`src/rtl/draw_column_slice_if.sv`:
```
// Column-draw request / VGA pixel-write bundle between the column sequencer,
// the slice painter and the VGA adapter.
interface draw_column_slice_if;
    logic       start;
    logic [7:0] column;
    logic [6:0] slice_size;
    logic       side;
    logic       busy;
    logic       done;
    logic [7:0] vga_x;
    logic [6:0] vga_y;
    logic [2:0] vga_colour;
    logic       vga_plot;

    modport master (
        output start, column, slice_size, side,
        input  busy, done, vga_x, vga_y, vga_colour, vga_plot
    );

    modport slave (
        input  start, column, slice_size, side,
        output busy, done, vga_x, vga_y, vga_colour, vga_plot
    );
endinterface

```
`src/rtl/draw_column_slice.sv`:
```
// Paints one full screen column (ceiling, wall slice, floor) through the VGA
// pixel-write port at one pixel per clock, then pulses done.
module draw_column_slice #(
    parameter int          SCREEN_W      = 160,
    parameter int          SCREEN_H      = 120,
    parameter logic [2:0]  CEIL_COLOUR   = 3'b001,
    parameter logic [2:0]  FLOOR_COLOUR  = 3'b010,
    parameter logic [2:0]  WALL_COLOUR_H = 3'b111,
    parameter logic [2:0]  WALL_COLOUR_V = 3'b110
) (
    input  logic               clock,
    input  logic               resetn,
    draw_column_slice_if.slave bus
);

    localparam logic [8:0] W9       = 9'(SCREEN_W);
    localparam logic [7:0] H8       = 8'(SCREEN_H);
    localparam logic [7:0] LAST_ROW = H8 - 8'd1;

    typedef enum logic [1:0] {
        S_IDLE,
        S_LOAD,
        S_DRAW,
        S_DONE
    } state_t;

    state_t     r_state;
    state_t     w_next;

    logic [7:0] r_column;
    logic [6:0] r_size;
    logic       r_side;
    logic [7:0] r_top;
    logic [7:0] r_bot;
    logic [7:0] r_y;
    logic [7:0] r_vga_x;

    logic [7:0] w_h;
    logic [7:0] w_top;
    logic       w_visible;
    logic       w_plot;

    function automatic logic [7:0] clamp_height(input logic [6:0] size);
        logic [7:0] s;
        s = {1'b0, size};
        return (s > H8) ? H8 : s;
    endfunction

    function automatic logic [2:0] row_colour(input logic [7:0] y,
                                              input logic [7:0] top,
                                              input logic [7:0] bot,
                                              input logic       side);
        logic [2:0] c;
        if (y < top)
            c = CEIL_COLOUR;
        else if (y < bot)
            c = side ? WALL_COLOUR_V : WALL_COLOUR_H;
        else
            c = FLOOR_COLOUR;
        return c;
    endfunction

    // Odd leftover pixel lands below the slice because of the truncating shift.
    assign w_h       = clamp_height(r_size);
    assign w_top     = (H8 - w_h) >> 1;
    assign w_visible = ({1'b0, r_column} < W9);

    always_ff @(posedge clock) begin
        if (!resetn)
            r_state <= S_IDLE;
        else
            r_state <= w_next;
    end

    always_comb begin
        w_next = r_state;
        unique case (r_state)
            S_IDLE: if (bus.start) w_next = S_LOAD;
            S_LOAD: w_next = w_visible ? S_DRAW : S_DONE;
            S_DRAW: if (r_y == LAST_ROW) w_next = S_DONE;
            S_DONE: w_next = S_IDLE;
            default: w_next = S_IDLE;
        endcase
    end

    // Request and slice geometry; only meaningful once loaded, so no reset.
    always_ff @(posedge clock) begin
        if (r_state == S_IDLE && bus.start) begin
            r_column <= bus.column;
            r_size   <= bus.slice_size;
            r_side   <= bus.side;
        end
        if (r_state == S_LOAD) begin
            r_top <= w_top;
            r_bot <= w_top + w_h;
        end
    end

    // Row counter and pixel x double as the held vga_y / vga_x outputs.
    always_ff @(posedge clock) begin
        if (!resetn) begin
            r_y     <= 8'd0;
            r_vga_x <= 8'd0;
        end else if (r_state == S_LOAD && w_visible) begin
            r_y     <= 8'd0;
            r_vga_x <= r_column;
        end else if (r_state == S_DRAW && r_y != LAST_ROW) begin
            r_y     <= r_y + 8'd1;
        end
    end

    assign w_plot         = (r_state == S_DRAW);
    assign bus.busy       = (r_state != S_IDLE);
    assign bus.done       = (r_state == S_DONE);
    assign bus.vga_plot   = w_plot;
    assign bus.vga_x      = r_vga_x;
    assign bus.vga_y      = r_y[6:0];
    assign bus.vga_colour = w_plot ? row_colour(r_y, r_top, r_bot, r_side) : 3'b000;

endmodule

```
`src/flat_wrapper.sv`:
```
// flat-port wrapper written by rule: the top's interface ports become plain ports
module draw_column_slice_flat 
#(
    parameter int          SCREEN_W      = 160,
    parameter int          SCREEN_H      = 120,
    parameter logic [2:0]  CEIL_COLOUR   = 3'b001,
    parameter logic [2:0]  FLOOR_COLOUR  = 3'b010,
    parameter logic [2:0]  WALL_COLOUR_H = 3'b111,
    parameter logic [2:0]  WALL_COLOUR_V = 3'b110
)
  (clock, resetn, bus_start, bus_column, bus_slice_size, bus_side, bus_busy, bus_done, bus_vga_x, bus_vga_y, bus_vga_colour, bus_vga_plot);
  draw_column_slice_if bus_i ();
  input  logic clock;
  input  logic resetn;
  input wire logic [$bits(bus_i.start)-1:0] bus_start;
  input wire logic [$bits(bus_i.column)-1:0] bus_column;
  input wire logic [$bits(bus_i.slice_size)-1:0] bus_slice_size;
  input wire logic [$bits(bus_i.side)-1:0] bus_side;
  output wire logic [$bits(bus_i.busy)-1:0] bus_busy;
  output wire logic [$bits(bus_i.done)-1:0] bus_done;
  output wire logic [$bits(bus_i.vga_x)-1:0] bus_vga_x;
  output wire logic [$bits(bus_i.vga_y)-1:0] bus_vga_y;
  output wire logic [$bits(bus_i.vga_colour)-1:0] bus_vga_colour;
  output wire logic [$bits(bus_i.vga_plot)-1:0] bus_vga_plot;
  assign bus_i.start = bus_start;
  assign bus_i.column = bus_column;
  assign bus_i.slice_size = bus_slice_size;
  assign bus_i.side = bus_side;
  assign bus_busy = bus_i.busy;
  assign bus_done = bus_i.done;
  assign bus_vga_x = bus_i.vga_x;
  assign bus_vga_y = bus_i.vga_y;
  assign bus_vga_colour = bus_i.vga_colour;
  assign bus_vga_plot = bus_i.vga_plot;
  draw_column_slice #(.SCREEN_W(SCREEN_W), .SCREEN_H(SCREEN_H), .CEIL_COLOUR(CEIL_COLOUR), .FLOOR_COLOUR(FLOOR_COLOUR), .WALL_COLOUR_H(WALL_COLOUR_H), .WALL_COLOUR_V(WALL_COLOUR_V)) u_core (.clock(clock), .resetn(resetn), .bus(bus_i));
endmodule
```
`config.mk`:
```
export PLATFORM = sky130hd
export DESIGN_NAME = draw_column_slice_flat
export DESIGN_NICKNAME = d
export VERILOG_FILES = /design/src/rtl/draw_column_slice_if.sv /design/src/rtl/draw_column_slice.sv /design/src/flat_wrapper.sv
export SDC_FILE = /design/constraint.sdc
export NUM_CORES = 1
export LEC_CHECK = 0
export ABC_CLOCK_PERIOD_IN_PS = 7770
export CAP_MARGIN = 20
export CORE_ASPECT_RATIO = 1.1
export CORE_MARGIN = 8
export CORE_UTILIZATION = 49
export DETAILED_ROUTE_END_ITERATION = 10
export PLACE_DENSITY = 0.75
export SKIP_LAST_GASP = 1
export SYNTH_ARGS = -nofsm -noshare
export SYNTH_HDL_FRONTEND = slang
export SYNTH_SLANG_ARGS = --single-unit
```
`constraint.sdc`:
```
create_clock -name clock -period 7.77 [get_ports clock]
set_input_delay 1.554 -clock clock [delete_from_list [all_inputs] [get_ports clock]]
set_output_delay 1.554 -clock clock [all_outputs]
set_load 0.03 [all_outputs]
```
==> results.json, run 1 <==
{
  "max-clock-path-buffers": 2,
  "power.internal_mw": 0.5956,
  "worst_pin_slew_ps": 773.6,
  "placed_cell_area_um2": 3034,
  "yosys_warnings": 0,
  "synth_cell_types": 47,
  "hp-class": "register to register",
  "avgSynthCellArea_um2": 10.66,
  "fillerInstances": 460,
  "syn-cell-area_um2": 2623,
  "cts_tree": "yes",
  "cp.required_ps": 6220,
  "ctsHoldBuffers": 0,
  "synth_area_leader_cell": "edfxtp_1",
  "drcViolationCount": 0,
  "insertedDiodeCount": 0,
  "grt_max_degree": 21,
  "cts.htree.levels": 2,
  "power.density_nw_per_um2": 299.3,
  "synth_top_area_share": 0.3550,
  "ys_top_cells_by_area": "edfxtp_1, dfxtp_1, ha_1",
  "syn2layout_area_growth_pct": 19.23,
  "worst_slack_ps": 3456,
  "layout_common_cells": "clkdlybuf4s50_1, edfxtp_1, inv_1",
  "synth-edff-count": 31,
  "seq_power_share": 0.440,
  "p_sw_frac": 0.3635,
  "routed_wl_um": 4629,
  "drt-pass1-iter-count": 4,
  "path_class": "register to primary output",
  "cellLeakagePower_nw": 1.269,
  "clk_pin_slew_ps": 90,
  "grt_pass1_wl_um": 7714,
  "p_sw_mw": 0.3402,
  "io_pins": 40,
  "root_buffer": "clkbuf_8",
  "cp_max_fo": 6,
  "port_buffers": 39,
  "synthFlopType": "edfxtp_1",
  "comb_power_share": 0.396,
  "min_period_ps": 4314,
  "antenna_found_initial": 0,
  "core_region_area_um2": 5290,
  "cap_viol_max_count": 0,
  "rsz0062_at_grt": "no",
  "layout_commonest_cell": "clkdlybuf4s50_1",
  "first_iter_violations": 40,
  "max_freq_mhz": 231.8,
  "ys_seq_area_frac": 0.4924,
  "std_cell_rows": 28,
  "outcome": "completed",
  "finalSetupViolCount": 0,
  "die_h_um": 92.73,
  "final_nets": 324,
  "irDropWorstVdd_uv": 134.1,
  "antenna_left": 0,
  "cts_buffers": 5,
  "track_usage": 0.1224,
  "final.setup.tns_ps": 0,
  "async_flop_share": 0,
  "clkSinkCount": 49,
  "finClkSkew_ps": 9.436,
  "relSlewSlack": 0.4843,
  "fin_crit_sh": 0.5553,
  "cts_resized": 0,
  "synth.ff_latch_count": 49,
  "wl_per_cell_um": 13.00,
  "clkPwrFrac": 0.164,
  "avgViaCountPerCell": 5.112,
  "report.power.total_mw": 0.9358,
  "cts_setup_buffers": 0,
  "fin_util": 0.5911,
  "grt.overflow.total": 0,
  "drive_gt1_frac": 0.04270,
  "die_area_um2": 7952,
  "critPathArrivalTime_ps": 2760,
  "vias": 1820,
  "clock_latency_ps": 300,
  "syn_inst": 246,
  "hpwl_um": 3550,
  "hold_violations": 0,
  "fin_area_um2": 3127,
  "pre_cts_slack_ps": 3813,
  "die_w_um": 85.76,
  "slew_viol_final": 0,
  "gp_congestion": 0.8155,
  "critPathCaptureType": "primary output",
  "start_kind": "register",
  "start_util": 0.4957,
  "grt_pass1_vias": 1770
}
registers in the layout (all words and copies together) (netlist names):
register          cells
u_core.r_top          7
u_core.r_size         7
u_core.r_column       8
u_core.r_side         1
u_core.r_state        2
u_core.r_y            8
u_core.r_bot          8
u_core.bus.vga_x      8
kinds of logic (layout without fill, tap and decap cells):
| family | after synthesis | in the layout | synth area share |
|---|---|---|---|
| other | 1 | 2 | 0.001430 |
| multiplexers | 7 | 7 | 0.02672 |
| flip-flops | 49 | 49 | 0.4924 |
| XOR/XNOR | 11 | 11 | 0.03674 |
| adder cells (fa/ha/maj) | 25 | 25 | 0.1193 |
| AND/OR/NAND/NOR | 66 | 66 | 0.1293 |
| buffers and inverters | 41 | 75 | 0.06918 |
| AO/OA/AOI/OAI | 46 | 46 | 0.1250 |
stage by stage:
stage               instances  hold WS, ps
floorplan                 247        474.7
global placement          348        475.8
detailed placement        348        474.1
CTS                       356        492.1
global route              356        528.8
finish                    356        495.0
power by group through the flow:
| stage | Combinational, mW | Sequential [mW] | Clock [mW] |
|---|---|---|---|
| final | 0.370 | 0.412 | 0.154 |
| after global routing | 0.417 | 0.422 | 0.170 |
| after CTS | 0.378 | 0.413 | 0.161 |
| after detailed placement | 0.376 | 0.418 | 0 |
| after global placement | 0.367 | 0.416 | 0 |
| after floorplan | 0.262 | 0.424 | 0 |
cell usage after synthesis (5+ instances only):
master     n
dfxtp_1   18
a21oi_1    9
nand2_1   17
nor2_1    17
mux2i_1    7
buf_4      7
inv_1     28
clkbuf_1   5
xnor2_1    5
xor2_1     6
o21ai_0   12
ha_1      25
edfxtp_1  31
nor2b_1    7
final timing paths:
check | startpoint | end | slack [ps] | cells past startpoint
setup / recovery | u_core.r_y[4] | bus_vga_colour[2] | 3460 | 6
hold / removal | u_core.bus.vga_x[5] | u_core.bus.vga_x[5] | 490 | 2
setup reg to reg | u_core.r_size[3] | u_core.r_bot[6] | 4570 | 11
hold reg to reg | u_core.bus.vga_x[5] | u_core.bus.vga_x[5] | 490 | 2
critical path, cell delays in order, from the launching register on:
cell and delay [ps]:
dfxtp_1 450, ha_1 280, a21o_1 180, a211oi_1 210, o21ai_0 160, a2111oi_0 420, clkdlybuf4s50_1 750
layer usage:
metal	vias up	global-route usage	wire, um
met5	-	0	0
met1	856	0.1315	2069
li1	917	-	-
met4	0	0.06871	94
met3	8	0.03366	167
met2	39	0.2123	2297
layout make-up:
class | count | area, um2 | share of cell area
Inverter | 28 | 105.1 | 0.03361
Clock buffer | 7 | 86.33 | 0.02761
Sequential cell | 49 | 1291 | 0.4130
Timing Repair Buffer | 39 | 390.4 | 0.1248
Clock inverter | 1 | 6.256 | 0.002001
Multi-Input combinational cell | 157 | 1154 | 0.3689
Tap cell | 75 | 93.84 | 0.03001
(Power assumes the default switching activity.)
==> run 2, diff against run 1 <==
ABC_CLOCK_PERIOD_IN_PS = 4200   (was 7770)
clock period = 4.2 ns   (was 7.77 ns; I/O delays follow)
==> results.json, run 2 (synthesized netlist as in run 1, its figures left out) <==
{
  "vias": 1758,
  "routed_wl_um": 4634,
  "port_buffers": 39,
  "crit_path_top_delay_cell": "clkdlybuf4s50_1",
  "ctsHoldBuffers": 0,
  "slowest_delay_ps": 750,
  "min_period_ps": 3594,
  "gp_congestion": 0.8061,
  "first_iter_violations": 36,
  "power.density_nw_per_um2": 567.4,
  "path_class": "register to primary output",
  "antenna_left": 0,
  "core_region_area_um2": 5290,
  "die_h_um": 92.73,
  "power.internal_mw": 1.146,
  "cellLeakagePower_nw": 1.279,
  "report.power.total_mw": 1.786,
  "fin_util": 0.5948,
  "relSlewSlack": 0.4680,
  "crit_chain": "ha_1 -> a21o_1 -> a211oi_1 -> o21ai_0 -> a2111oi_0 -> clkdlybuf4s50_1",
  "p_sw_mw": 0.6398,
  "clkSinkCount": 49,
  "die_w_um": 85.76,
  "worst_pin_slew_ps": 798.1,
  "start_kind": "register",
  "comb_power_share": 0.384,
  "track_usage": 0.1249,
  "fin_crit_sh": 0.8557,
  "cp.required_ps": 3360,
  "root_buffer": "clkbuf_8",
  "hp-class": "register to register",
  "critPathCaptureType": "primary output",
  "avgViaCountPerCell": 4.938,
  "hpwl_um": 3580,
  "slew_viol_final": 0,
  "insertedDiodeCount": 0,
  "io_pins": 40,
  "clock_latency_ps": 300,
  "clk_pin_slew_ps": 90,
  "cts_buffers": 5,
  "drive_gt1_frac": 0.04626,
  "cap_viol_max_count": 0,
  "max-clock-path-buffers": 2,
  "layout_common_cells": "clkdlybuf4s50_1, edfxtp_1, inv_1",
  "start_util": 0.4957,
  "layout_commonest_cell": "clkdlybuf4s50_1",
  "wl_per_cell_um": 13.02,
  "clkPwrFrac": 0.188,
  "syn2layout_area_growth_pct": 19.99,
  "grt_pass1_vias": 1774,
  "finClkSkew_ps": 13.22,
  "grt.overflow.total": 0,
  "grt_pass1_wl_um": 7866,
  "antenna_found_initial": 0,
  "seq_power_share": 0.428,
  "irDropWorstVdd_uv": 255.0,
  "cp_max_fo": 6,
  "final_nets": 324,
  "cts_tree": "yes",
  "cts_resized": 0,
  "max_freq_mhz": 278.2,
  "rsz0062_at_grt": "no",
  "drcViolationCount": 0,
  "std_cell_rows": 28,
  "drt-pass1-iter-count": 4,
  "outcome": "completed",
  "p_sw_frac": 0.3583,
  "grt_max_degree": 21,
  "fillerInstances": 449,
  "critPathArrivalTime_ps": 2750,
  "final.setup.tns_ps": 0,
  "hold_violations": 0,
  "cts_setup_buffers": 0,
  "finalSetupViolCount": 0,
  "die_area_um2": 7952,
  "cts.htree.levels": 2
}
[run 2: cell count changes in the layout (fill, tap and decap cells not counted), sizes merged]
cell,previous run,this run
bufinv,0,1
clkbuf,7,5
clkinv,0,1
[run 2: path summary, 6_finish.rpt]
check                                          from                  end  slack [ps]  depth (start not counted)
worst min-delay path            u_core.bus.vga_x[5]  u_core.bus.vga_x[5]         490                          2
worst min register to register  u_core.bus.vga_x[5]  u_core.bus.vga_x[5]         490                          2
worst max-delay path                  u_core.r_y[4]    bus_vga_colour[2]         610                          6
worst max register to register     u_core.r_size[3]      u_core.r_bot[6]        1010                         11
[run 2: stage by stage]
step	cells	area (um2)	setup slack [ps]	hold WS [ps]
2_1_floorplan	247	2626	606.1	474.7
3_3_place_gp	348	3034	993.1	475.8
3_5_place_dp	348	3034	953.9	475.1
4_1_cts	356	3147	592.8	493.6
5_1_grt	356	3147	420.2	537.0
6_report	356	3147	606.0	494.6
[run 2: area by class of cell]
class / instances / area [um2] / area share
clock buffer: 5 / 68.82 / 0.02187
clock inverter: 3 / 43.79 / 0.01392
inverter: 28 / 105.1 / 0.03340
multi-input combinational: 157 / 1154 / 0.3666
sequential: 49 / 1291 / 0.4103
tap: 75 / 93.84 / 0.02982
timing repair buffer: 39 / 390.4 / 0.1241
[run 2: worst max-delay path: cells and delay by family (launching register included)]
kind	cells	cell delay, ps
adders and majority gates	1	280
buffers and inverters	1	750
DFF	1	450
AOI/OAI and AO/OA	4	970
[run 2: power by group through the flow]
stage / Sequential [mW] / Combinational, mW / Clock [mW]
after floorplan: 0.785 / 0.484 / 0
after global placement: 0.770 / 0.679 / 0
after detailed placement: 0.774 / 0.693 / 0
after CTS: 0.764 / 0.697 / 0.347
after global routing: 0.781 / 0.774 / 0.367
final: 0.764 / 0.686 / 0.336
[run 2: metal layers]
layer	vias to the layer above	routed length, um	track usage	share of wire
met1	802	2006	0.1337	0.43
li1	917	-	-	-
met5	-	0	0	0
met4	0	85	0.05848	0.018
met3	6	187	0.03454	0.040
met2	33	2355	0.2220	0.51
